`src/rtl/scaler_pkg.sv`:
```
// scaler_pkg: default geometry constants and window-index helper for the
// scaler_gen block.
//   STAGES_DEF  - default number of binary scaler stages
//   CHAN_W_DEF  - default readout word width
//   CHB_LSB_DEF - default stage index of CHBT bit 0
//   chat_lsb()  - stage index of CHAT bit 0 (upper window directly above CHBT)
package scaler_pkg;

    localparam int unsigned STAGES_DEF  = 33;
    localparam int unsigned CHAN_W_DEF  = 14;
    localparam int unsigned CHB_LSB_DEF = 5;

    function automatic int unsigned chat_lsb(input int unsigned chb_lsb,
                                             input int unsigned chan_w);
        return chb_lsb + chan_w;
    endfunction

endpackage

```
`src/rtl/scaler_readout.sv`:
```
// scaler_readout: registered channel readout of the scaler count, with an
// optional coherent-readout snapshot of the upper window.
// Build option: define SCALER_SNAPSHOT_EN to enable the snapshot register.
//   clk, rst_n - clock, asynchronous active-low reset
//   lo_win     - pre-update count bits feeding CHBT
//   hi_win     - pre-update count bits feeding CHAT
//   rchat_n    - active-low upper-channel read strobe
//   rchbt_n    - active-low lower-channel read strobe
//   chat, chbt - registered readout words (zero when not strobed)
module scaler_readout
    import scaler_pkg::*;
#(
    parameter int unsigned CHAN_W = CHAN_W_DEF
) (
    input  logic              clk,
    input  logic              rst_n,
    input  logic [CHAN_W-1:0] lo_win,
    input  logic [CHAN_W-1:0] hi_win,
    input  logic              rchat_n,
    input  logic              rchbt_n,
    output logic [CHAN_W-1:0] chat,
    output logic [CHAN_W-1:0] chbt
);

`ifdef SCALER_SNAPSHOT_EN
    logic [CHAN_W-1:0] snap;
    logic              snap_valid;

    // Lower-only read freezes the upper window so a following upper read
    // pairs coherently with it; any upper read consumes the snapshot.
    always_ff @(posedge clk or negedge rst_n) begin
        if (!rst_n) begin
            chat       <= '0;
            chbt       <= '0;
            snap       <= '0;
            snap_valid <= 1'b0;
        end else begin
            chbt <= rchbt_n ? '0 : lo_win;
            if (!rchat_n) begin
                chat       <= (snap_valid && rchbt_n) ? snap : hi_win;
                snap_valid <= 1'b0;
            end else begin
                chat <= '0;
                if (!rchbt_n) begin
                    snap       <= hi_win;
                    snap_valid <= 1'b1;
                end
            end
        end
    end
`else
    // Live readout of both windows.
    always_ff @(posedge clk or negedge rst_n) begin
        if (!rst_n) begin
            chat <= '0;
            chbt <= '0;
        end else begin
            chbt <= rchbt_n ? '0 : lo_win;
            chat <= rchat_n ? '0 : hi_win;
        end
    end
`endif

endmodule

```
`src/rtl/scaler_gen.sv`:
```
// scaler_gen: STAGES-bit binary scaler with per-stage rising/falling edge
// pulses, wrap pulse, preset load and two-channel registered readout.
// Build option: define SCALER_SNAPSHOT_EN for coherent CHAT/CHBT readout.
//   SIM_CLK, GOJAM_ - clock, asynchronous active-low reset
//   ADV, HOLD       - advance pulse, advance inhibit
//   PRESET, PRESET_D- load count (priority over ADV, no edge pulses)
//   RCHAT_, RCHBT_  - active-low channel read strobes
//   FS              - count; FA/FB per-stage 0->1 / 1->0 pulses
//   CHAT, CHBT      - readout words; OVFL - wrap pulse
module scaler_gen
    import scaler_pkg::*;
#(
    parameter int unsigned STAGES  = STAGES_DEF,
    parameter int unsigned CHAN_W  = CHAN_W_DEF,
    parameter int unsigned CHB_LSB = CHB_LSB_DEF
) (
    input  logic              SIM_CLK,
    input  logic              GOJAM_,
    input  logic              ADV,
    input  logic              HOLD,
    input  logic              PRESET,
    input  logic [STAGES-1:0] PRESET_D,
    input  logic              RCHAT_,
    input  logic              RCHBT_,
    output logic [STAGES-1:0] FS,
    output logic [STAGES-1:0] FA,
    output logic [STAGES-1:0] FB,
    output logic [CHAN_W-1:0] CHAT,
    output logic [CHAN_W-1:0] CHBT,
    output logic              OVFL
);

    localparam int unsigned CHAT_LSB = chat_lsb(CHB_LSB, CHAN_W);

    logic [STAGES-1:0] fs_q;
    logic [STAGES-1:0] fs_inc;

    assign fs_inc = fs_q + STAGES'(1);

    // Count, edge pulses and wrap pulse; PRESET wins and is pulse-silent.
    always_ff @(posedge SIM_CLK or negedge GOJAM_) begin
        if (!GOJAM_) begin
            fs_q <= '0;
            FA   <= '0;
            FB   <= '0;
            OVFL <= 1'b0;
        end else if (PRESET) begin
            fs_q <= PRESET_D;
            FA   <= '0;
            FB   <= '0;
            OVFL <= 1'b0;
        end else if (ADV && !HOLD) begin
            fs_q <= fs_inc;
            FA   <= fs_inc & ~fs_q;
            FB   <= fs_q & ~fs_inc;
            OVFL <= &fs_q;
        end else begin
            FA   <= '0;
            FB   <= '0;
            OVFL <= 1'b0;
        end
    end

    assign FS = fs_q;

    // Readout sees the count before this edge's update.
    scaler_readout #(
        .CHAN_W (CHAN_W)
    ) u_readout (
        .clk     (SIM_CLK),
        .rst_n   (GOJAM_),
        .lo_win  (fs_q[CHB_LSB +: CHAN_W]),
        .hi_win  (fs_q[CHAT_LSB +: CHAN_W]),
        .rchat_n (RCHAT_),
        .rchbt_n (RCHBT_),
        .chat    (CHAT),
        .chbt    (CHBT)
    );

endmodule
```
`config.mk`:
```
export PLATFORM = sky130hd
export DESIGN_NAME = scaler_gen
export DESIGN_NICKNAME = d
export VERILOG_FILES = /design/src/rtl/scaler_pkg.sv /design/src/rtl/scaler_readout.sv /design/src/rtl/scaler_gen.sv
export SDC_FILE = /design/constraint.sdc
export NUM_CORES = 1
export LEC_CHECK = 0
export ABC_AREA = 1
export BUFFER_PORTS_ARGS = -buffer_cell sky130_fd_sc_hd__buf_2
export CORE_MARGIN = 3
export CORE_UTILIZATION = 57
export CTS_CLUSTER_SIZE = 12
export DETAILED_ROUTE_END_ITERATION = 10
export PLACE_DENSITY = 0.95
export SYNTH_ARGS = -nofsm -noshare
export SYNTH_HDL_FRONTEND = slang
export SYNTH_SLANG_ARGS = --single-unit
export TNS_END_PERCENT = 50
```
`constraint.sdc`:
```
create_clock -name SIM_CLK -period 4.05 [get_ports SIM_CLK]
set_clock_uncertainty 0.15 [all_clocks]
set_input_delay 0.2025 -clock SIM_CLK [delete_from_list [all_inputs] [get_ports SIM_CLK]]
set_output_delay 0.2025 -clock SIM_CLK [all_outputs]
set_load 0.02 [all_outputs]
```
==> impl_metrics.yaml <==
run_status:
  outcome: "finished, final reports clean"
pwr:
  switching_share_pct: 29.89
  worst_ir_drop_vdd_v: 0.0002857
  p_int_uw: 2486
  p_seq_share_pct: 40.4
  fin_total_pwr_uw: 3545
  combPwrFrac_pct: 16.1
  p_sw_uw: 1060
  clkPwrFrac_pct: 43.5
  cellLeakagePower_uw: 0.004539
  p_per_area_nw_per_um2: 445.4
critical_path:
  crit_path_frequent_cell: "nor2_1"
  path_cells: "ha_1 > nand3_1 > nor2_1 > nand2_1 > nor2_1 > ha_1 > o21ai_0 > nor2_1 > a21oi_2"
  endpoint_kind: "register"
  slowest_stage: "dfrtp_1"
  crit_fanout: 7
  critical-path-max-stage-delay_ns: 0.46
  arrival_ns: 2.80
  cp-start-kind: "register"
  path_class: "register to register"
  cp.required_ns: 4.34
placement:
  port_buffers: 167
  dpl.hpwl_mm: 10.92
  gp_congestion: 0.8289
synthesis:
  ys_ff_latch: 127
  avgSynthCellArea_um2: 8.915
  synth_top_area_cell: "dfrtp_1"
  synth_most_common_cell: "nor2_1"
  synthTopCellsByCount: "nor2_1, nand2_1, dfrtp_1, inv_1, ha_1"
  synth_cell_types: 19
  synth.area.top_cells: "dfrtp_1, ha_1, nor2_1, nand2_1, inv_1"
  ys.flop_type: "dfrtp_1"
  synth_area_um2: 6196
  netlist_instances: 695
  yosysSeqAreaShare_pct: 51.29
  synth_top_area_share_pct: 51.29
  synth_nets: 800
  yosysWarnings: 0
  synthArstFlopShare_pct: 100.0
  synth_edf_count: 0
floorplanning:
  start_util_pct: 59.22
  die_w_um: 110.3
  core_area_um2: 10460
  chipHeight_um: 110.3
  rows: 37
  num_io_pins: 168
  die_area_um2: 12160
clock_network:
  cts_resized: 0
  cts_root_buffer: "clkbuf_8"
  ctsHtreeMaxLevel: 4
  clkSinkCount: 127
  cts_buffers: 17
  clk_pin_slew_ns: 0.06
  clockBufferDepth: 2
  cts_tree: "done"
  clock_latency_ns: 0.52
drt:
  viasPerCell: 5.137
  drc: 0
  wl_mm: 16.90
  first_iter_violations: 425
  ant_nets: 0
  vias: 5327
  first_pass_iters: 5
  wl_per_cell_um: 16.29
sta:
  hold_viol_final: 0
  timing.setup.tns_ns: 0
  fin_crit_ns: 2.504
  finalCritPeriodShare_pct: 61.84
  finalMaxSlewViolations: 0
  max_clock_freq_ghz: 0.3993
  tightest_slew_ns: 0.8842
  slew_headroom_pct: 41.05
  finalSetupViolCount: 0
  rsz0062_at_grt: "false"
min_path:
  hold_class: "input pin to register"
global_route:
  overflow: 0
  grt_pass1_wl_mm: 26.58
  grt_pass1_vias: 5343
  antenna_found_initial: 0
  grt_max_degree: 100
  gr-usage-all-layers_pct: 28.85
layout:
  antenna_cells: 0
  drive_above_1_share_pct: 25.08
  syn2layout_area_growth_pct: 28.45
  fin_nets: 993
run:
  maxCapViolations: 0
## worst paths after layout
check	start	to	slack (ns)	cells after the start
setup reg to reg	FS[0]$_DFFE_PN0P_	FS[22]$_DFFE_PN0P_	1.55	9
hold reg to reg	FS[1]$_DFFE_PN0P_	FS[1]$_DFFE_PN0P_	0.46	2
setup / recovery	FS[0]$_DFFE_PN0P_	FS[22]$_DFFE_PN0P_	1.55	9
max in group asynchronous	GOJAM_	FS[16]$_DFFE_PN0P_	2.58	3
min in group asynchronous	GOJAM_	FB[23]$_DFF_PN0_	0.20	2
hold / removal	PRESET_D[22]	FS[22]$_DFFE_PN0P_	0.02	5
## layer usage
layer | track usage (%) | part of all wire [%]
met1 | 34.71 | 38
met3 | 6.348 | 6.9
met4 | 12.93 | 3.8
met5 | 0 | 0
met2 | 49.61 | 51
## critical path, delay by kind of cell, from the launching register on
kind                     cells  cell delay [ns]
AO/OA/AOI/OAI                2             0.35
AND/OR/NAND/NOR              5             0.96
adder cells (fa/ha/maj)      2             0.51
flip-flops                   1             0.46
## per-stage QoR
| step | instance area (um^2) | setup WS [ns] | hold WS, ns | instances | utilization [%] |
|---|---|---|---|---|---|
| after floorplan | 6196 | 1.909 | -0.2431 | 695 | - |
| after global placement | 7014 | 1.835 | 0.1998 | 970 | 67.04 |
| after detailed placement | 7014 | 1.656 | 0.2048 | 970 | 67.04 |
| after CTS | 7959 | 1.570 | 0.01021 | 1037 | 76.07 |
| after global routing | 7959 | 1.318 | 0.03772 | 1037 | 76.07 |
| final | 7959 | 1.546 | 0.02149 | 1037 | 76.07 |
## cell families (layout without fill, tap and decap cells)
logic type	after synthesis	in the layout	synth area share [%]
buffers and inverters	106	312	8.340
adder cells (fa/ha/maj)	65	65	13.13
AO/OA/AOI/OAI	64	64	6.502
AND/OR/NAND/NOR	333	333	20.74
flip-flops	127	127	51.29
## cell usage in the layout, fill, tap and decap left out, types with 4 or more instances in the layout
| master | count |
|---|---|
| buf_2 | 165 |
| nor2_1 | 163 |
| nand2_1 | 157 |
| dfrtp_1 | 127 |
| inv_1 | 74 |
| ha_1 | 65 |
| dlygate4sd3_1 | 35 |
| a21oi_2 | 22 |
| o21ai_0 | 20 |
| clkbuf_16 | 16 |
| o21ai_1 | 12 |
| a21oi_1 | 10 |
| nand4_1 | 5 |
| nand3_1 | 4 |
| buf_4 | 4 |
## state kept, by name, indices dropped and copies added (netlist names)
name	count
FA	33
FB	33
FS	33
u_readout.chat	14
u_readout.chbt	14
## layout make-up
class | count | area (um^2)
fill | 706 | 2504
clock buffer | 19 | 431.7
timing repair buffer | 206 | 1237
sequential | 127 | 3178
tap | 136 | 170.2
multi-input combinational | 462 | 2501
inverter | 74 | 277.8
clock inverter | 13 | 162.7
## power by group through the flow
stage | registers [uW] | clock network, uW | logic, uW
6_report | 1430 | 1540 | 570
5_1_grt | 1440 | 1600 | 637
4_1_cts | 1430 | 1550 | 569
3_5_place_dp | 1450 | 0 | 535
3_3_place_gp | 1440 | 0 | 521
2_1_floorplan | 1530 | 0 | 257
## repair_timing
item / 4_1_cts / 5_1_grt
buffers inserted: 0 / 0
endpoints found under the setup margin: 0 / 0
endpoints found under the hold margin: 158 / 0
hold buffers: 35 / 0
Note: power is estimated with default switching activity, not from simulation.
